[src/rtl/uart_pkg.sv]
// Shared UART definitions: default line rates, frame geometry and Tx FSM encoding.
package uart_pkg;

  localparam int unsigned CLK_FREQ_DEF  = 50_000_000;
  localparam int unsigned BAUD_RATE_DEF = 115200;
  localparam int unsigned FRAME_BITS    = 10;
  localparam int unsigned DATA_BITS     = 8;

  typedef enum logic [1:0] {
    IDLE = 2'd0,
    LOAD = 2'd1,
    SEND = 2'd2
  } tx_state_e;

endpackage

[src/rtl/uart_tx_ctrl_if.sv]
// Byte-source handshake and shift-register control bundle for the UART Tx control stage.
interface uart_tx_ctrl_if;
  import uart_pkg::*;

  logic                 i_valid;
  logic [DATA_BITS-1:0] i_data;
  logic                 o_ready;
  logic [DATA_BITS-1:0] o_tx_d;
  logic                 o_load;
  logic                 o_shift_en;
  logic                 o_busy;
  logic                 o_done;

  modport master (
    output i_valid, i_data,
    input  o_ready, o_tx_d, o_load, o_shift_en, o_busy, o_done
  );

  modport slave (
    input  i_valid, i_data,
    output o_ready, o_tx_d, o_load, o_shift_en, o_busy, o_done
  );

endinterface

[src/rtl/uart_baud_cnt.sv]
// Bit-period counter: counts while enabled, wraps at CLKS_PER_BIT-1 and flags that cycle.
module uart_baud_cnt #(
  parameter int unsigned CLKS_PER_BIT = 434
) (
  input  logic clk,
  input  logic rst,
  input  logic clr,
  input  logic en,
  output logic tick_c
);

  localparam int unsigned CNT_W = $clog2(CLKS_PER_BIT);
  localparam logic [CNT_W-1:0] TERM = CNT_W'(CLKS_PER_BIT - 1);

  logic [CNT_W-1:0] cnt_q;

  assign tick_c = en && (cnt_q == TERM);

  always_ff @(posedge clk or posedge rst) begin
    if (rst) begin
      cnt_q <= '0;
    end else if (clr) begin
      cnt_q <= '0;
    end else if (en) begin
      cnt_q <= (cnt_q == TERM) ? '0 : cnt_q + CNT_W'(1);
    end
  end

endmodule

[src/rtl/uart_tx_ctrl.sv]
// UART Tx control: captures one byte per handshake, pulses load, then paces 10 shift enables.
module uart_tx_ctrl
  import uart_pkg::*;
#(
  parameter int unsigned CLK_FREQ  = CLK_FREQ_DEF,
  parameter int unsigned BAUD_RATE = BAUD_RATE_DEF
) (
  input  logic          clk,
  input  logic          rst,
  uart_tx_ctrl_if.slave bus
);

  localparam int unsigned CLKS_PER_BIT = CLK_FREQ / BAUD_RATE;
  localparam int unsigned BIT_CNT_W    = 4;
  localparam logic [BIT_CNT_W-1:0] LAST_BIT = BIT_CNT_W'(FRAME_BITS - 1);

  tx_state_e            state_q, state_d;
  logic [BIT_CNT_W-1:0] bit_cnt_q;
  logic [DATA_BITS-1:0] tx_d_q;
  logic                 baud_clr_c, baud_en_c, tick_c, last_bit_c;

  uart_baud_cnt #(
    .CLKS_PER_BIT(CLKS_PER_BIT)
  ) u_baud_cnt (
    .clk   (clk),
    .rst   (rst),
    .clr   (baud_clr_c),
    .en    (baud_en_c),
    .tick_c(tick_c)
  );

  assign last_bit_c = (bit_cnt_q == LAST_BIT);
  assign bus.o_tx_d = tx_d_q;

  always_ff @(posedge clk or posedge rst) begin
    if (rst) begin
      state_q <= IDLE;
    end else begin
      state_q <= state_d;
    end
  end

  // Next state and output decode, from registered state and counters only.
  always_comb begin
    state_d        = state_q;
    baud_clr_c     = 1'b0;
    baud_en_c      = 1'b0;
    bus.o_ready    = 1'b0;
    bus.o_load     = 1'b0;
    bus.o_busy     = 1'b0;
    bus.o_shift_en = 1'b0;
    bus.o_done     = 1'b0;
    case (state_q)
      IDLE: begin
        bus.o_ready = 1'b1;
        if (bus.i_valid) state_d = LOAD;
      end
      LOAD: begin
        bus.o_load = 1'b1;
        bus.o_busy = 1'b1;
        baud_clr_c = 1'b1;
        state_d    = SEND;
      end
      SEND: begin
        bus.o_busy     = 1'b1;
        baud_en_c      = 1'b1;
        bus.o_shift_en = tick_c;
        bus.o_done     = tick_c && last_bit_c;
        if (tick_c && last_bit_c) state_d = IDLE;
      end
      default: state_d = IDLE;
    endcase
  end

  // Bit index within the frame; restarts on every load.
  always_ff @(posedge clk or posedge rst) begin
    if (rst) begin
      bit_cnt_q <= '0;
    end else if (state_q == LOAD) begin
      bit_cnt_q <= '0;
    end else if (tick_c) begin
      bit_cnt_q <= last_bit_c ? '0 : bit_cnt_q + BIT_CNT_W'(1);
    end
  end

  always_ff @(posedge clk or posedge rst) begin
    if (rst) begin
      tx_d_q <= '0;
    end else if ((state_q == IDLE) && bus.i_valid) begin
      tx_d_q <= bus.i_data;
    end
  end

endmodule

[src/flat_wrapper.sv]
// flat-port wrapper written by rule: the top's interface ports become plain ports
module uart_tx_ctrl_flat import uart_pkg::*;
#(
  parameter int unsigned CLK_FREQ  = CLK_FREQ_DEF,
  parameter int unsigned BAUD_RATE = BAUD_RATE_DEF
)
  (clk, rst, bus_i_valid, bus_i_data, bus_o_ready, bus_o_tx_d, bus_o_load, bus_o_shift_en, bus_o_busy, bus_o_done);
  uart_tx_ctrl_if bus_i ();
  input  logic clk;
  input  logic rst;
  input wire logic [$bits(bus_i.i_valid)-1:0] bus_i_valid;
  input wire logic [$bits(bus_i.i_data)-1:0] bus_i_data;
  output wire logic [$bits(bus_i.o_ready)-1:0] bus_o_ready;
  output wire logic [$bits(bus_i.o_tx_d)-1:0] bus_o_tx_d;
  output wire logic [$bits(bus_i.o_load)-1:0] bus_o_load;
  output wire logic [$bits(bus_i.o_shift_en)-1:0] bus_o_shift_en;
  output wire logic [$bits(bus_i.o_busy)-1:0] bus_o_busy;
  output wire logic [$bits(bus_i.o_done)-1:0] bus_o_done;
  assign bus_i.i_valid = bus_i_valid;
  assign bus_i.i_data = bus_i_data;
  assign bus_o_ready = bus_i.o_ready;
  assign bus_o_tx_d = bus_i.o_tx_d;
  assign bus_o_load = bus_i.o_load;
  assign bus_o_shift_en = bus_i.o_shift_en;
  assign bus_o_busy = bus_i.o_busy;
  assign bus_o_done = bus_i.o_done;
  uart_tx_ctrl #(.CLK_FREQ(CLK_FREQ), .BAUD_RATE(BAUD_RATE)) u_core (.clk(clk), .rst(rst), .bus(bus_i));
endmodule
[config.mk]
export PLATFORM = sky130hd
export DESIGN_NAME = uart_tx_ctrl_flat
export DESIGN_NICKNAME = d
export VERILOG_FILES = /design/src/rtl/uart_pkg.sv /design/src/rtl/uart_tx_ctrl_if.sv /design/src/rtl/uart_baud_cnt.sv /design/src/rtl/uart_tx_ctrl.sv /design/src/flat_wrapper.sv
export SDC_FILE = /design/constraint.sdc
export NUM_CORES = 1
export LEC_CHECK = 0
export ABC_AREA = 0
export CAP_MARGIN = 20
export CORE_ASPECT_RATIO = 0.5
export CORE_MARGIN = 2
export CORE_UTILIZATION = 30
export DETAILED_ROUTE_END_ITERATION = 6
export SLEW_MARGIN = 20
export SYNTH_ARGS = -nofsm -noshare
export SYNTH_HDL_FRONTEND = slang
export SYNTH_SLANG_ARGS = --single-unit
[constraint.sdc]
create_clock -name clk -period 1.65 [get_ports clk]
set_clock_uncertainty 0.15 [all_clocks]
set_input_delay 0.495 -clock clk [delete_from_list [all_inputs] [get_ports clk]]
set_output_delay 0.495 -clock clk [all_outputs]
set_load 0.02 [all_outputs]
==> flow_metrics.tcl, run 1 <==
set metrics [dict create \
    slew_violations 0 \
    p_total_mw 0.971 \
    yosys.area.top_type_share_pct 44.5 \
    p_leak_nw 1.02 \
    synth_seq_area_share_pct 44.5 \
    cts_max_path_buffers 2 \
    synthXorXnorAreaFrac_pct 0.678 \
    swShare_pct 21.3 \
    synthSimpleGateAreaFrac_pct 21.5 \
    cts-root-buf "clkbuf_8" \
    pin_count 24 \
    setup_viol 17 \
    cts_sinks 23 \
    critPathRequiredTime_ns 1.00 \
    layout-drive-gt1-share_pct 49.0 \
    worst_hold_slack_ns 0.355 \
    synth_area_leaders "dfrtp_1 45%, mux2_2 8.7%, ha_1 6.8%, inv_1 2.9%, o21ai_0 2.7%" \
    syn-num-nets 139 \
    grt_pass1_vias 1266 \
    grt_pass1_wl_um 5710 \
    holdCritStartpoint "u_core.bus.o_tx_d[4]" \
    peakVddDrop_v 0.000243 \
    cp_top_family "simple AND/OR/NAND/NOR gates" \
    crit_path_start "u_core.u_baud_cnt.cnt_q[1]" \
    synth-edff-count 0 \
    rows 16 \
    synth_top_family_by_area "simple AND/OR/NAND/NOR gates" \
    rrSetupSlack_ns -0.22 \
    place_hpwl_um 2250 \
    powerDensity_mw_per_mm2 442 \
    htreeDepth 1 \
    routedWlPerCell_um 13.5 \
    worst-endpoint-arrival_ns 1.41 \
    crit_type "register to output pin" \
    num_antenna_cells 0 \
    numPortBuffers 23 \
    tightestPinTransition_ns 0.357 \
    cap_violations 0 \
    violations "setup timing" \
    synth_cell_types 38 \
    synth-seq-cells 23 \
    critPathSlowestCell "dfrtp_1" \
    antenna_found_initial 0 \
    cp_slowest_stage_delay_ns 0.39 \
    status "finished with violations" \
    grt.total_usage_pct 14.5 \
    initial_core_util_pct 32.1 \
    fin_crit_sh_pct 124 \
    core_area_mm2 0.00402 \
    grt_max_degree 24 \
    num_vias 1232 \
    routabilityCongestion 0.761 \
    synth_fa_ha_area_share_pct 6.78 \
    cts_tree "done" \
    cp-start-kind "register" \
    die_y_um 50.4 \
    slew_headroom_pct 75.9 \
    syn-instance-count 121 \
    detail-route-antenna-nets 0 \
    die_area_mm2 0.00488 \
    path_cells "inv_2 -> ha_4 -> and4b_2 -> nand3_4 -> nor2_4 -> buf_6" \
    final_util_pct 54.6 \
    fin_crit_ns 2.05 \
    via_per_inst 5.01 \
    power_frac_seq_pct 58.0 \
    clk_latency_ns 0.27 \
    die_w_um 96.8 \
    p_sw_mw 0.207 \
    avgSynthCellArea_um2 10.7 \
    clk_pin_slew_ns 0.08 \
    syn_area_mm2 0.00129 \
    end_kind "output pin" \
    pwr-share-comb_pct 4.7 \
    cts-buffers-inserted 3 \
    intPower_mw 0.764 \
    rsz0062_at_grt "yes" \
    synthArstFlopShare_pct 100 \
    synth_compound_area_share_pct 14.3 \
    synthMuxAreaShare_pct 8.71 \
    p_clk_share_pct 37.3 \
    first_pass_iters 4 \
    finalWorstSetupSlack_ns -0.404 \
    area_delta_synth_final_pct 70.1 \
    crit_buf_inv 2 \
    synth_top_cell_by_area "dfrtp_1" \
    drc_errors 0 \
    hp-class "register to register" \
    dr.first_iter.drc_count 35 \
    max_freq_mhz 487 \
    finalHoldViolCount 0 \
    grt_remaining_overflow 0 \
    drt-total-wl_um 3320 \
    reg2reg_from "u_core.state_q[0]" \
    yosysWarningCount 0 \
    crit_fanout 3 \
    nets 211 \
    synth_ff_type "dfrtp_1" \
]
-- path summary, 6_finish.rpt --
| check | end | cells after the start |
|---|---|---|
| max in group asynchronous | u_core.state_q[1] | 3 |
| min | u_core.bus.o_tx_d[4] | 1 |
| max | bus_o_done | 6 |
| min reg2reg | u_core.bus.o_tx_d[4] | 1 |
| min in group asynchronous | u_core.u_baud_cnt.cnt_q[4] | 3 |
| max reg2reg | u_core.u_baud_cnt.cnt_q[8] | 7 |
-- cells in the final DEF, fill, tap and decap left out, drive strengths merged, types with 2 or more instances in the layout --
cell type | Yosys | routed
nor2b | 3 | 3
o31ai | 2 | 2
inv | 10 | 9
buf | 0 | 51
ha | 7 | 7
or4 | 2 | 2
or3 | 4 | 4
dlygate4sd2 | 0 | 4
clkdlybuf4s50 | 0 | 10
nor2 | 2 | 2
clkdlybuf4s15 | 0 | 4
nor3 | 2 | 2
o21ai | 8 | 8
nand2 | 6 | 6
nand2b | 3 | 3
dfrtp | 23 | 23
nand4 | 3 | 3
and4bb | 2 | 2
a22oi | 4 | 4
nand3 | 7 | 7
o22ai | 2 | 2
o311ai | 2 | 2
o211ai | 2 | 2
mux2 | 10 | 10
and3b | 2 | 2
a21oi | 2 | 2
clkbuf | 2 | 4
-- per-stage QoR --
stage | setup TNS (ns) | cells | instance area [um^2] | setup WS (ns)
final | -3.06 | 246 | 2200 | -0.404
after global routing | -3.94 | 246 | 2200 | -0.470
after CTS | -2.43 | 241 | 2080 | -0.412
after detailed placement | -4.98 | 226 | 1880 | -0.629
after global placement | -4.66 | 226 | 1880 | -0.601
after floorplan | -0.164 | 121 | 1340 | -0.0999
-- cell families after synthesis --
| family | count (synthesis) |
|---|---|
| flip-flops | 23 |
| adder cells (fa/ha/maj) | 7 |
| XOR/XNOR | 1 |
| buffers and inverters | 12 |
| AO/OA/AOI/OAI | 26 |
| AND/OR/NAND/NOR | 42 |
| multiplexers | 10 |
-- Yosys cell counts (2+ instances only) --
cell type  number
dfrtp_1        23
nor3_1          2
mux2_2         10
a21oi_1         2
and4bb_2        2
nor2_1          2
o211ai_1        2
nand3_1         6
or3_1           4
o21ai_0         7
and3b_1         2
ha_1            7
a22oi_1         3
o311ai_0        2
nand2_1         6
o31ai_1         2
o22ai_1         2
clkbuf_1        2
inv_1          10
nor2b_1         3
nand4_1         3
nand2b_1        3
-- per-layer routing --
metal / track usage, % / vias to the layer above / part of all wire [%]
li1: - / 600 / -
met2: 25.7 / 21 / 50
met4: 5.16 / 0 / 1.6
met1: 17.5 / 604 / 45
met5: 0 / - / 0
met3: 3.48 / 7 / 3.7
-- area by class of cell --
cell class | count | area, um^2
fill | 359 | 1830
sequential | 23 | 577
multi-input combinational | 86 | 826
tap | 54 | 67.6
timing repair buffer | 69 | 642
clock buffer | 4 | 45.0
inverter | 10 | 41.3
-- sequential cells by signal (all words and copies together), names as in the netlist --
name	count
u_core.state_q	2
u_core.bus.o_tx_d	8
u_core.u_baud_cnt.cnt_q	9
u_core.bit_cnt_q	4
-- power by group through the flow --
stage / registers [mW] / clock network, mW / logic, mW
6_report: 0.563 / 0.363 / 0.0453
5_1_grt: 0.563 / 0.397 / 0.0500
4_1_cts: 0.563 / 0.375 / 0.0464
3_5_place_dp: 0.574 / 0 / 0.0456
3_3_place_gp: 0.574 / 0 / 0.0451
2_1_floorplan: 0.574 / 0 / 0.00997
-- timing repair --
item	4_1_cts	5_1_grt
buffers inserted	11	6
setup endpoints to repair	31	31
resized for setup	57	27
pin swaps	10	7
hold buffers	0	0
endpoints found under the hold margin	0	0
gates cloned	0	0
No activity file was read; power rests on OpenSTA's default activity.
==> run 2: changes to the inputs <==
--- a/config.mk
+++ b/config.mk
@@ -11,7 +11,7 @@
 export CORE_MARGIN = 2
 export CORE_UTILIZATION = 30
 export DETAILED_ROUTE_END_ITERATION = 6
-export SLEW_MARGIN = 20
+export GPL_TIMING_DRIVEN = 0
 export SYNTH_ARGS = -nofsm -noshare
 export SYNTH_HDL_FRONTEND = slang
 export SYNTH_SLANG_ARGS = --single-unit
==> run 2 against run 1 <==
Effect of this change:
- the run still ends with setup timing left
- total power down 1.7%
- setup slack lost 0.027 ns
- core utilization decreased by 4.9 points
- sequential power about the same
- clock-buffer cell count down 1
- non-clock buffer count decreased by 23
- combinational power decreased by 17%
- register-to-register slack gained 0.12 ns
- critical path type unchanged
- critical endpoint unchanged
==> flow_metrics.tcl, run 2 (same netlist as run 1, synthesis figures left out) <==
set metrics [dict create \
    clk_latency_ns 0.27 \
    die_y_um 50.4 \
    tightestPinTransition_ns 0.507 \
    cts_sinks 23 \
    setup_viol 12 \
    p_total_mw 0.955 \
    fillers 360 \
    clk_pin_slew_ns 0.08 \
    first_pass_iters 4 \
    max_freq_mhz 481 \
    largest_reg_flops 9 \
    mostFrequentLayoutCells "21 x dfrtp_1, 15 x buf_4, 10 x mux2_2, 10 x clkdlybuf4s50_1, 10 x buf_6" \
    grt_remaining_overflow 0 \
    grt_max_degree 24 \
    drt-total-wl_um 3170 \
    cts_tree "done" \
    top_layer_used "met4" \
    crit_type "register to output pin" \
    cap_violations 0 \
    violations "setup timing" \
    hp-class "register to register" \
    antenna_found_initial 0 \
    dr_wl_met3_um 78 \
    cts-root-buf "clkbuf_8" \
    rows 16 \
    initial_core_util_pct 32.1 \
    r2r-end "u_core.bit_cnt_q[3]" \
    fin_crit_ns 2.08 \
    area_delta_synth_final_pct 54.8 \
    numPortBuffers 23 \
    num_antenna_cells 0 \
    stdcell_area_mm2 0.00200 \
    p_leak_nw 0.876 \
    drc_errors 0 \
    finalHoldViolCount 0 \
    rsz0062_at_grt "yes" \
    critPathRequiredTime_ns 1.00 \
    grt_pass1_vias 1149 \
    num_vias 1154 \
    cts_max_path_buffers 2 \
    regMostFlops "u_core.u_baud_cnt.cnt_q" \
    cts-buffers-inserted 3 \
    via_per_inst 5.17 \
    dr_wl_met2_um 1610 \
    r2r_cells 6 \
    crit_fanout 3 \
    status "finished with violations" \
    worst-endpoint-arrival_ns 1.44 \
    grt_pass1_wl_um 5250 \
    grt.total_usage_pct 13.5 \
    setup_tns_ns -1.62 \
    holdBufCountCts 0 \
    routabilityCongestion 0.724 \
    slew_violations 0 \
    layout-drive-gt1-share_pct 44.4 \
    die_w_um 96.8 \
    dr.first_iter.drc_count 18 \
    nets 188 \
    rrSetupSlack_ns -0.10 \
    crit_path_start "u_core.u_baud_cnt.cnt_q[1]" \
    die_area_mm2 0.00488 \
    finalWorstSetupSlack_ns -0.431 \
    core_area_mm2 0.00402 \
    fin_crit_sh_pct 126 \
    pin_count 24 \
    crit_end "bus_o_done" \
    htreeDepth 1 \
    place_ws_ns -0.730 \
    routedWlPerCell_um 14.2 \
    powerDensity_mw_per_mm2 477 \
    wl_met1_um 1460 \
    peakVddDrop_v 0.000280 \
    reg2reg_from "u_core.state_q[0]" \
    end_kind "output pin" \
    slew_headroom_pct 66.1 \
    cp-start-kind "register" \
    detail-route-antenna-nets 0 \
    post_dp_cell_area_mm2 0.00163 \
    layout_commonest_cell "dfrtp_1" \
    place_hpwl_um 2040 \
]
==> run 2: changes by cell type in the layout (fill, tap and decap cells not counted), sizes merged <==
| cell | delta |
|---|---|
| clkinvlp | +1 |
| clkinv | +1 |
| buf | -24 |
| inv | -1 |
==> run 2: metal layers <==
layer,GRT usage [%],vias to the layer above
met5,0,-
met4,3.52,0
met3,3.06,4
met2,24.2,11
met1,16.7,582
li1,-,557
==> run 2: worst max-delay path, stage by stage (launching register included) <==
cell	delay (ns)
dfrtp_1	0.39
inv_2	0.08
ha_4	0.13
and4b_2	0.26
nand3_4	0.10
nor2_4	0.09
buf_6	0.12
==> run 2: area by class of cell <==
type / instances / area (um^2) / area share (%)
Inverter: 10 / 47.5 / 2.38
Clock inverter: 1 / 5.00 / 0.250
Buffer: 2 / 22.5 / 1.13
Multi-Input combinational cell: 86 / 818 / 40.9
Timing Repair Buffer: 44 / 420 / 21.0
Tap cell: 54 / 67.6 / 3.38
Sequential cell: 23 / 578 / 28.9
Clock buffer: 3 / 41.3 / 2.06
==> run 2: power breakdown <==
group	switching [mW]	total (mW)	internal [mW]	leakage (nW)
Sequential	0	0.563	0.563	0.300
Combinational	0.0156	0.0378	0.0222	0.551
Clock	0.185	0.354	0.169	0.0255
Total	0.201	0.955	0.754	0.876
==> run 2: through the flow <==
stage	util (%)	hold WS, ns	instances
after floorplan	-	0.347	121
after global placement	40.6	0.338	198
after global routing	49.7	0.377	223
final	49.7	0.356	223
after detailed placement	40.6	0.343	198
after CTS	46.5	0.359	217
==> run 2: worst min path at each step <==
stage                           endpoint  cells after the start  slack, ns                 start
global placement    u_core.bus.o_tx_d[2]                      1       0.34  u_core.bus.o_tx_d[2]
global route        u_core.bus.o_tx_d[6]                      1       0.38  u_core.bus.o_tx_d[6]
detailed placement  u_core.bus.o_tx_d[5]                      1       0.34  u_core.bus.o_tx_d[5]
finish              u_core.bus.o_tx_d[2]                      1       0.36  u_core.bus.o_tx_d[2]
CTS                 u_core.bus.o_tx_d[5]                      1       0.36  u_core.bus.o_tx_d[5]
floorplan            u_core.bit_cnt_q[0]                      1       0.35                   rst
==> run 2: what timing repair did <==
action	in CTS	in global routing
hold endpoints to repair	0	0
setup buffers	15	8
pin swaps	9	9
setup endpoints to repair	26	32
gates resized for setup	56	28
